--- src/rtl/int_frac_bcd_pkg.sv ---
// Shared types and widths for the integer/fraction to BCD converter.
package int_frac_bcd_pkg;
  localparam int BCD_DIGIT_W = 4;
  localparam int INT_DIGITS  = 3;
  localparam int INT_BITS    = 8;
  localparam int FRAC_BITS   = 8;
  localparam int INT_BCD_W   = BCD_DIGIT_W * INT_DIGITS;

  typedef enum logic [1:0] {
    IDLE,
    INT_CONV,
    FRAC_CONV,
    DONE
  } state_e;
endpackage

--- src/rtl/int_frac_bcd_if.sv ---
// Input and output valid/ready channels of the BCD converter.
interface int_frac_bcd_if #(
  parameter int FRAC_DIGITS = 4
) ();
  import int_frac_bcd_pkg::*;

  logic                          in_valid;
  logic                          in_ready;
  logic [INT_BITS-1:0]           int_in;
  logic [FRAC_BITS-1:0]          frac_in;
  logic                          out_valid;
  logic                          out_ready;
  logic [INT_BCD_W-1:0]          int_bcd;
  logic [BCD_DIGIT_W*FRAC_DIGITS-1:0] frac_bcd;

  modport master (
    output in_valid, int_in, frac_in, out_ready,
    input  in_ready, out_valid, int_bcd, frac_bcd
  );

  modport slave (
    input  in_valid, int_in, frac_in, out_ready,
    output in_ready, out_valid, int_bcd, frac_bcd
  );
endinterface

--- src/rtl/int_frac_bcd_converter_add3.sv ---
// Double-dabble correction: every BCD nibble of 5 or more gets 3 added.
module bcd_add3_adjust
  import int_frac_bcd_pkg::*;
(
  input  logic [INT_BCD_W-1:0] bcd_in,
  output logic [INT_BCD_W-1:0] bcd_out
);
  for (genvar g = 0; g < INT_DIGITS; g++) begin : g_nibble
    logic [BCD_DIGIT_W-1:0] nib;
    assign nib = bcd_in[g*BCD_DIGIT_W +: BCD_DIGIT_W];
    assign bcd_out[g*BCD_DIGIT_W +: BCD_DIGIT_W] =
      (nib >= 4'd5) ? nib + 4'd3 : nib;
  end
endmodule

--- src/rtl/int_frac_bcd_converter.sv ---
// Converts an 8-bit integer part (double-dabble) and an 8-bit binary fraction
// (repeated multiply-by-10, truncating) into BCD digits, one value at a time.
module int_frac_bcd_converter
  import int_frac_bcd_pkg::*;
#(
  parameter int FRAC_DIGITS = 4
) (
  input  logic           clk,
  input  logic           rst,
  int_frac_bcd_if.slave  bus,
  output logic           busy
);
  localparam int FRAC_W = BCD_DIGIT_W * FRAC_DIGITS;

  state_e                 state_q, state_d;
  logic [INT_BITS-1:0]    bin_q, bin_d;
  logic [INT_BCD_W-1:0]   bcd_q, bcd_d;
  logic [FRAC_BITS-1:0]   frac_q, frac_d;
  logic [FRAC_W-1:0]      digits_q, digits_d;
  logic [3:0]             cnt_q, cnt_d;
  logic [INT_BCD_W-1:0]   int_bcd_q, int_bcd_d;
  logic [FRAC_W-1:0]      frac_bcd_q, frac_bcd_d;

  logic [INT_BCD_W-1:0]   bcd_adj;
  logic [11:0]            frac_x, prod;
  logic [FRAC_W-1:0]      digits_shift;

  bcd_add3_adjust u_add3 (
    .bcd_in  (bcd_q),
    .bcd_out (bcd_adj)
  );

  assign bus.in_ready  = (state_q == IDLE) && !rst;
  assign bus.out_valid = (state_q == DONE);
  assign bus.int_bcd   = int_bcd_q;
  assign bus.frac_bcd  = frac_bcd_q;
  assign busy          = (state_q != IDLE);

  // Product stays below 4096, so the top nibble is always a decimal digit.
  assign frac_x       = {4'b0, frac_q};
  assign prod         = (frac_x << 3) + (frac_x << 1);
  assign digits_shift = (digits_q << BCD_DIGIT_W) | FRAC_W'(prod[11:8]);

  always_comb begin
    state_d    = state_q;
    bin_d      = bin_q;
    bcd_d      = bcd_q;
    frac_d     = frac_q;
    digits_d   = digits_q;
    cnt_d      = cnt_q;
    int_bcd_d  = int_bcd_q;
    frac_bcd_d = frac_bcd_q;
    case (state_q)
      IDLE: begin
        if (bus.in_valid) begin
          bin_d    = bus.int_in;
          frac_d   = bus.frac_in;
          bcd_d    = '0;
          digits_d = '0;
          cnt_d    = '0;
          state_d  = INT_CONV;
        end
      end
      INT_CONV: begin
        {bcd_d, bin_d} = {bcd_adj, bin_q} << 1;
        cnt_d          = cnt_q + 4'd1;
        if (cnt_q == 4'(INT_BITS - 1)) begin
          cnt_d   = '0;
          state_d = FRAC_CONV;
        end
      end
      FRAC_CONV: begin
        frac_d   = prod[7:0];
        digits_d = digits_shift;
        cnt_d    = cnt_q + 4'd1;
        if (cnt_q == 4'(FRAC_DIGITS - 1)) begin
          int_bcd_d  = bcd_q;
          frac_bcd_d = digits_shift;
          state_d    = DONE;
        end
      end
      DONE: begin
        if (bus.out_ready) state_d = IDLE;
      end
      default: state_d = IDLE;
    endcase
  end

  always_ff @(posedge clk) begin
    if (rst) begin
      state_q    <= IDLE;
      bin_q      <= '0;
      bcd_q      <= '0;
      frac_q     <= '0;
      digits_q   <= '0;
      cnt_q      <= '0;
      int_bcd_q  <= '0;
      frac_bcd_q <= '0;
    end else begin
      state_q    <= state_d;
      bin_q      <= bin_d;
      bcd_q      <= bcd_d;
      frac_q     <= frac_d;
      digits_q   <= digits_d;
      cnt_q      <= cnt_d;
      int_bcd_q  <= int_bcd_d;
      frac_bcd_q <= frac_bcd_d;
    end
  end
endmodule

--- src/flat_wrapper.sv ---
// flat-port wrapper written by rule: the top's interface ports become plain ports
module int_frac_bcd_converter_flat import int_frac_bcd_pkg::*;
#(
  parameter int FRAC_DIGITS = 4
)
  (clk, rst, busy, bus_in_valid, bus_int_in, bus_frac_in, bus_out_ready, bus_in_ready, bus_out_valid, bus_int_bcd, bus_frac_bcd);
  int_frac_bcd_if #(.FRAC_DIGITS(FRAC_DIGITS)) bus_i ();
  input  logic clk;
  input  logic rst;
  output logic busy;
  input wire logic [$bits(bus_i.in_valid)-1:0] bus_in_valid;
  input wire logic [$bits(bus_i.int_in)-1:0] bus_int_in;
  input wire logic [$bits(bus_i.frac_in)-1:0] bus_frac_in;
  input wire logic [$bits(bus_i.out_ready)-1:0] bus_out_ready;
  output wire logic [$bits(bus_i.in_ready)-1:0] bus_in_ready;
  output wire logic [$bits(bus_i.out_valid)-1:0] bus_out_valid;
  output wire logic [$bits(bus_i.int_bcd)-1:0] bus_int_bcd;
  output wire logic [$bits(bus_i.frac_bcd)-1:0] bus_frac_bcd;
  assign bus_i.in_valid = bus_in_valid;
  assign bus_i.int_in = bus_int_in;
  assign bus_i.frac_in = bus_frac_in;
  assign bus_i.out_ready = bus_out_ready;
  assign bus_in_ready = bus_i.in_ready;
  assign bus_out_valid = bus_i.out_valid;
  assign bus_int_bcd = bus_i.int_bcd;
  assign bus_frac_bcd = bus_i.frac_bcd;
  int_frac_bcd_converter #(.FRAC_DIGITS(FRAC_DIGITS)) u_core (.clk(clk), .rst(rst), .bus(bus_i), .busy(busy));
endmodule
--- config.mk ---
export PLATFORM = sky130hd
export DESIGN_NAME = int_frac_bcd_converter_flat
export DESIGN_NICKNAME = d
export VERILOG_FILES = /design/src/rtl/int_frac_bcd_pkg.sv /design/src/rtl/int_frac_bcd_if.sv /design/src/rtl/int_frac_bcd_converter_add3.sv /design/src/rtl/int_frac_bcd_converter.sv /design/src/flat_wrapper.sv
export SDC_FILE = /design/constraint.sdc
export NUM_CORES = 1
export LEC_CHECK = 0
export ABC_AREA = 1
export CAP_MARGIN = 40
export CORE_MARGIN = 4
export CORE_UTILIZATION = 59
export CTS_BUF_LIST = sky130_fd_sc_hd__clkbuf_4 sky130_fd_sc_hd__clkbuf_8 sky130_fd_sc_hd__clkbuf_16
export DETAILED_ROUTE_END_ITERATION = 8
export GPL_TIMING_DRIVEN = 0
export PLACE_DENSITY = 0.85
export RECOVER_POWER = 50
export SYNTH_ARGS = -nofsm -noshare
export SYNTH_HDL_FRONTEND = slang
export SYNTH_HIERARCHICAL = 1
export SYNTH_SLANG_ARGS = --single-unit
--- constraint.sdc ---
create_clock -name clk -period 3.2 [get_ports clk]
set_input_delay 0.64 -clock clk [delete_from_list [all_inputs] [get_ports clk]]
set_output_delay 0.64 -clock clk [all_outputs]
set_load 0.05 [all_outputs]
* After elaboration in Yosys (flattened, before gate mapping)
Cells that the tools add are included.
** Word-level totals
- Bits in registers :: 74
- Input port bits :: 20
- Output and inout port bits :: 31
** Operators by class
- Bitwise gates (word level) :: 1
- Equal/unequal tests :: 9
- Reductions and logical operators :: 12
- Multiplexer cells :: 19
- Add/subtract/negate cells :: 5
- Magnitude comparators :: 3
** Operators by type and width (number)
- case mux 12 bit (2 select lines) :: 2
- case mux 8 bit (2 select lines) :: 2
- 2-to-1 mux 12 bit :: 2
- 2-to-1 mux 4 bit :: 4
- 2-to-1 mux 8 bit :: 2
- bitwise OR 16 x 4 -> 16 bit :: 1
- adder 11 x 9 -> 12 bit :: 1
- >= comparator 4 x 3 -> 1 bit, second input constant :: 3
- case mux 4 bit (3 select lines) :: 1
- adder 4 x 2 -> 4 bit, second input constant :: 2
- 2-to-1 mux 2 bit :: 4
- case mux 2 bit (4 select lines) :: 1
- AND reduction 2 bit :: 4
- nonzero test 2 bit :: 3
- adder 4 x 1 -> 4 bit, second input constant :: 1
- equality test 2 bit, second input constant :: 2
- equality test 4 x 2 -> 1 bit, second input constant :: 1
- equality test 4 x 3 -> 1 bit, second input constant :: 1
- != test 2 x 1 -> 1 bit, second input constant :: 2
- != test 2 bit, second input constant :: 2
- AND reduction 4 bit :: 1
- adder 3 x 2 -> 3 bit, second input constant :: 1
- 2-to-1 mux 3 bit :: 1
- nonzero test 3 bit :: 1
- other kinds (4) :: 4

* Logic depth before layout (Yosys ltp)
- Word-level depth :: 3
- Depth in mapped cells :: 11
- Mapped depth without buffers :: 11

* Hierarchy
Netlist, hierarchy kept.
** By module, submodules not included
- int_frac_bcd_converter :: cells an instance 437, instances 1, area each 3254.4 µm²
- bcd_add3_adjust :: cells an instance 66, instances 1, area each 359.1 µm²

* Least setup slack after synthesis
Ideal clock, no wire load.
- Kind :: reg-to-output
- Start :: register u_core.state_q[0]
- End :: output bus_in_ready
- Required time :: 2560 ps
- Data arrival time :: 1755 ps
- Stages on the path, launching flop included :: 5
- Setup slack :: 805 ps
- Buffers on the path :: 0
- Cell sequence :: dfxtp_1 -> inv_1 -> ha_1 -> inv_1 -> nor2_1
** Between the ends
- Word-level cells in the longest chain between the ends :: 2
** Ends and longest elaborated chain
- start: declaration :: RTL line int_frac_bcd_converter.sv:15 : state_e state_q, state_d;
- start signal: assignment :: RTL line int_frac_bcd_converter.sv:100 : state_q <= state_d;
- zero test 2 bit :: RTL line int_frac_bcd_converter.sv:33 : assign bus.in_ready = (state_q == IDLE) && !rst;
- logical AND 1 bit :: RTL line int_frac_bcd_converter.sv:33
- end: declaration :: RTL line flat_wrapper.sv:15 : output wire logic [$bits(bus_i.in_ready)-1:0] bus_in_ready;
No other way between the ends.

* Final worst setup path
Ends and elaborated chain as after synthesis.

==> results.cfg <==
[die]
core_sq_mm = 0.00592
io_pins = 51
dieWidth_um = 86.0
dieArea_sq_mm = 0.00739
fp.dieH_um = 86.0
start_util_pct = 60.6
fp-row-count = 28

[timing]
hold_violations = 0
finalSetupTns_ps = 0
finClkSkew_ps = 13.3
max_slew_margin_pct = 54.8
worst_slew_pin_slew_ps = 671
holdWs_ps = 465
slew_violations = 0
final-setup-viol-count = 0
min_period_ps = 2790
timing.fmax_ghz = 0.358
timing.final.ws_setup_ps = 405
period_share_pct = 87.3
rsz0062_at_grt = false

[finish]
synthToLayoutAreaGrowth_pct = 21.2
register_area_sq_mm = 0.00148
post-route-util_pct = 73.5
multi_input_area_sq_mm = 0.00180
nFillCells = 482
final_nets = 597
drive_gt1_share_pct = 6.57
antenna_cells = 0

[logic_synthesis]
avgSynthCellArea_sq_um = 7.20
syn-num-nets = 537
synthCells = 498
ys_warn_count = 6
netlist_area_sq_mm = 0.00359

[clock_network]
cts-buffers-inserted = 9
cts_resized = 0
cts_root_buf = clkbuf_8
clock_latency_ps = 350
cts_tree = done
postCtsSetupBuffers = 0
htreeDepth = 3
cts_max_path_buffers = 2
cts.sinks = 74
cts_hold_buf = 0
clkTransAtPathRegs_ps = 90

[global_routing]
grt_first_pass_wirelength_um = 14100
grt_max_degree = 16
grtUsageTotal_pct = 23.8
antenna_found_initial = 0
first_global_vias = 3145
overflow = 0

[power]
power.total_mw = 2.82
switching_share_pct = 39.1
internal_power_mw = 1.72
combPwrFrac_pct = 33.0
p_switching_mw = 1.10
p_seq_share_pct = 40.0
p_clk_share_pct = 27.0
cellLeakagePower_nw = 1.70
power.density_mw_per_mm2 = 648
peakVddDrop_mv = 0.641

[critical_path]
critical_path_class = flip-flop to output pin
worstPathMaxFanout = 6
endpoint_kind = output pin
path_cells = inv_1, ha_1, inv_1, nor2_1, clkdlybuf4s50_1
critical_path_arrival_ps = 2150
path_common_cell = inv_1
slowest_delay_ps = 810
required_ps = 2560
cp_top_family = buffers and inverters
cp-start-kind = flip-flop
path_buf_inv = 3
slowest_stage = clkdlybuf4s50_1

[drt]
vias_per_cell = 5.37
vias = 3428
antenna_left = 0
route.detailed.wl_per_inst_um = 13.0
drc = 0
drt_iter0_drc = 212
wirelength_um = 8300
drt-pass1-iter-count = 6

[place]
portBuffers = 49
dp_hpwl_um = 6110
globalplace.congestion = 0.843
dp_slack_ps = 489

[outcome]
status = finished, final reports clean

[hold_path]
hold_path.class = flip-flop to flip-flop

[job]
cap_violations = 0
==> placed cells by master (no fill, tap or decap), drive strengths merged <==
master / count
nand2: 166
clkdlybuf4s50: 49
nor3b: 1
dfxtp: 74
or2: 1
a221oi: 1
clkinvlp: 1
ha: 18
o21bai: 1
bufinv: 1
clkbuf: 24
o21ai: 33
o211ai: 1
fa: 1
buf: 8
inv: 49
clkinv: 1
a31oi: 11
nand4: 1
a21oi: 66
nand3b: 1
nor3: 1
nor2: 13
o22ai: 1
nand3: 35
o21a: 4
==> layout make-up <==
cell class | instances | area share (%)
clock inverters | 7 | 1.87
multi-input cells | 356 | 41.4
plain buffers | 23 | 2.53
inverters | 45 | 3.88
well taps | 75 | 2.16
clock buffers | 9 | 2.85
repair buffers | 49 | 11.3
flip-flops and latches | 74 | 34.1
==> metal layers <==
layer	GRT usage, %	share of wire (%)	up-vias	wire length (um)
li1	-	-	1762	-
met1	30.3	44	1558	3650
met2	40.3	49	95	4100
met3	4.32	5.3	13	441
met4	8.20	1.4	0	115
met5	0	0	-	0
==> worst register-to-register path, delay by kind of cell, from the launching register on <==
family	cells	cell delay [ps]
adders and majority gates	1	310
DFF	1	390
and+or+nand+nor	1	70
AOI/OAI and AO/OA	2	650
buffers and inverters	3	620
==> per-stage QoR <==
step	instances	area (sq um)
floorplan	498	3590
global placement	622	4170
detailed placement	622	4170
CTS	638	4380
global route	638	4350
finish	638	4350
==> registers in the layout, summed over array words and instances, names as in the netlist <==
name / flops
u_core/frac_q: 8
u_core/bcd_q: 12
u_core/bin_q: 8
u_core/digits_q: 12
u_core/bus.frac_bcd: 16
u_core/cnt_q: 4
u_core/state_q: 2
u_core/bus.int_bcd: 12
==> final timing paths <==
| path | from | endpoint | slack (ps) | cells past startpoint |
|---|---|---|---|---|
| worst min register to register | u_core/digits_q[8] | u_core/digits_q[8] | 470 | 2 |
| worst max-delay path | u_core/state_q[0] | bus_in_ready | 410 | 5 |
| worst min-delay path | u_core/digits_q[8] | u_core/digits_q[8] | 470 | 2 |
| worst max register to register | u_core/state_q[0] | u_core/bcd_q[5] | 1040 | 7 |
==> power by group through the flow <==
stage                     registers (mW)  logic, mW  clock network, mW
after floorplan                     1.11      0.725                  0
after global placement              1.14      0.902                  0
after detailed placement            1.14      0.938                  0
after CTS                           1.13      0.947              0.765
after global routing                1.14       1.04              0.814
final                               1.13      0.930              0.760
No activity file was read; power rests on OpenSTA's default activity.
==> RTL change, RTL diff (same flow settings) <==
Encoding of `state_e`: now one-hot (4 bits for 4 states).
--- a/src/rtl/int_frac_bcd_pkg.sv
+++ b/src/rtl/int_frac_bcd_pkg.sv
@@ -6,11 +6,11 @@
   localparam int FRAC_BITS   = 8;
   localparam int INT_BCD_W   = BCD_DIGIT_W * INT_DIGITS;
 
-  typedef enum logic [1:0] {
-    IDLE,
-    INT_CONV,
-    FRAC_CONV,
-    DONE
+  typedef enum logic [3:0] {
+    IDLE      = 4'b0001,
+    INT_CONV  = 4'b0010,
+    FRAC_CONV = 4'b0100,
+    DONE      = 4'b1000
   } state_e;
 endpackage
 
Function: same outputs for any inputs over 10 cycles, from zero or initial values and one cycle with rst high; not proved beyond that.
==> RTL change against the unedited design <==
Routed wire length fell by 0.49%. Register-to-register slack got worse by 0.45 ns. Global-route usage fell by 1.2 points. Synthesized cell count rose by 4.0%. Total power fell by 19%. Sequential cell count rose by 2. Area after synthesis rose by 2.8%. Cell area rose by 1.0%. Worst setup slack got worse by 0.15 ns. Cell count rose by 3.1%.
==> RTL change: results (changes against the unedited design) <==
outcome: "completed"
antenna_found_initial: 0  # unchanged
placed_cells: 642  # +3.2%
synthCells: 518  # +4.0%
relSlewSlack_pct: 59.1  # +4.3 points
grt.total_usage_pct: 22.6  # -1.2 points
fin_cells: 658  # +3.1%
use_met2_pct: 37.5  # -2.8 points
initialDrtViolationCount: 263  # +24%
post-place-ws_ns: 0.256  # -0.233 ns
worstReg2RegStart: "u_core/state_q[2]"
synth_nets: 552  # +2.8%
critPathMaxFanout: 10  # +4
vias: 3501  # +2.1%
power.leakage_nw: 1.84  # +7.8%
worstRegToRegCells: 9  # +2
grt_max_degree: 14  # -2
global_route.usage.met1_pct: 29.5  # -0.77 points
vdd_drop_max_uv: 482  # -25%
crit_start: "rst"
fillCellCount: 488  # +1.2%
dpl_cell_area_mm2: 0.00427  # +2.4%
crit_arrival_ns: 2.31  # +0.16 ns
min_from: "u_core/digits_q[11]"
first_pass_iters: 7  # +1
cts_buffers: 9  # unchanged
cts.clk_slew.worst_paths_ns: 0.07  # -0.02 ns
dp_hpwl_mm: 5.89  # -3.6%
drive_above_1_share_pct: 7.38  # +0.80 points
antennaDiodeCount: 0  # unchanged
globalplace.congestion: 0.919  # +9.1%
grt_pass1_vias: 3154  # +0.29%
skew_ns: 0.00791  # -0.00541 ns
nets: 612  # +2.5%
grt_pass1_wl_mm: 13.7  # -2.6%
met3_usage_pct: 4.64  # +0.31 points
RTL change: metrics by stage:
step / util, % / power [mW] / hold WS, ns
final: 73.4 / 2.29 / 0.460
after global routing: 73.4 / 2.40 / 0.484
after CTS: 74.6 / 2.33 / 0.460
after detailed placement: 71.3 / 1.60 / 0.449
after global placement: 71.3 / 1.58 / 0.444
after floorplan: - / 1.46 / 0.436
RTL change: path summary, 6_finish.rpt:
| kind | endpoint | slack [ns] |
|---|---|---|
| setup reg to reg | u_core/digits_q[10] | 0.59 |
| setup / recovery | bus_in_ready | 0.25 |
| hold reg to reg | u_core/digits_q[11] | 0.46 |
| hold / removal | u_core/digits_q[11] | 0.46 |
RTL change: worst max-delay path: stages:
cell             delay, ns
clkbuf_1              0.35
buf_1                 0.49
nor2_1                0.10
clkdlybuf4s50_1       0.72
RTL change: metal layers:
| layer | up-vias | share of wire (%) |
|---|---|---|
| met5 | - | 0 |
| met4 | 0 | 1.0 |
| met3 | 9 | 6.2 |
| met2 | 117 | 48 |
| met1 | 1597 | 45 |
| li1 | 1778 | - |
RTL change: where the power goes:
group	total, mW	switching, mW	internal (mW)
logic	0.499	0.325	0.175
clock network	0.733	0.353	0.380
registers	1.05	0.0509	1.00
total	2.29	0.729	1.56
RTL change: layout make-up:
class                      instances  area, um2  share of cell area [%]
multi-input combinational        382       1830                    41.7
tap                               75       93.8                    2.14
clock inverter                     6       63.8                    1.45
inverter                          40        155                    3.53
timing repair buffer              49        490                    11.2
clock buffer                      10        138                    3.13
buffer                            20       98.8                    2.25
sequential                        76       1520                    34.6
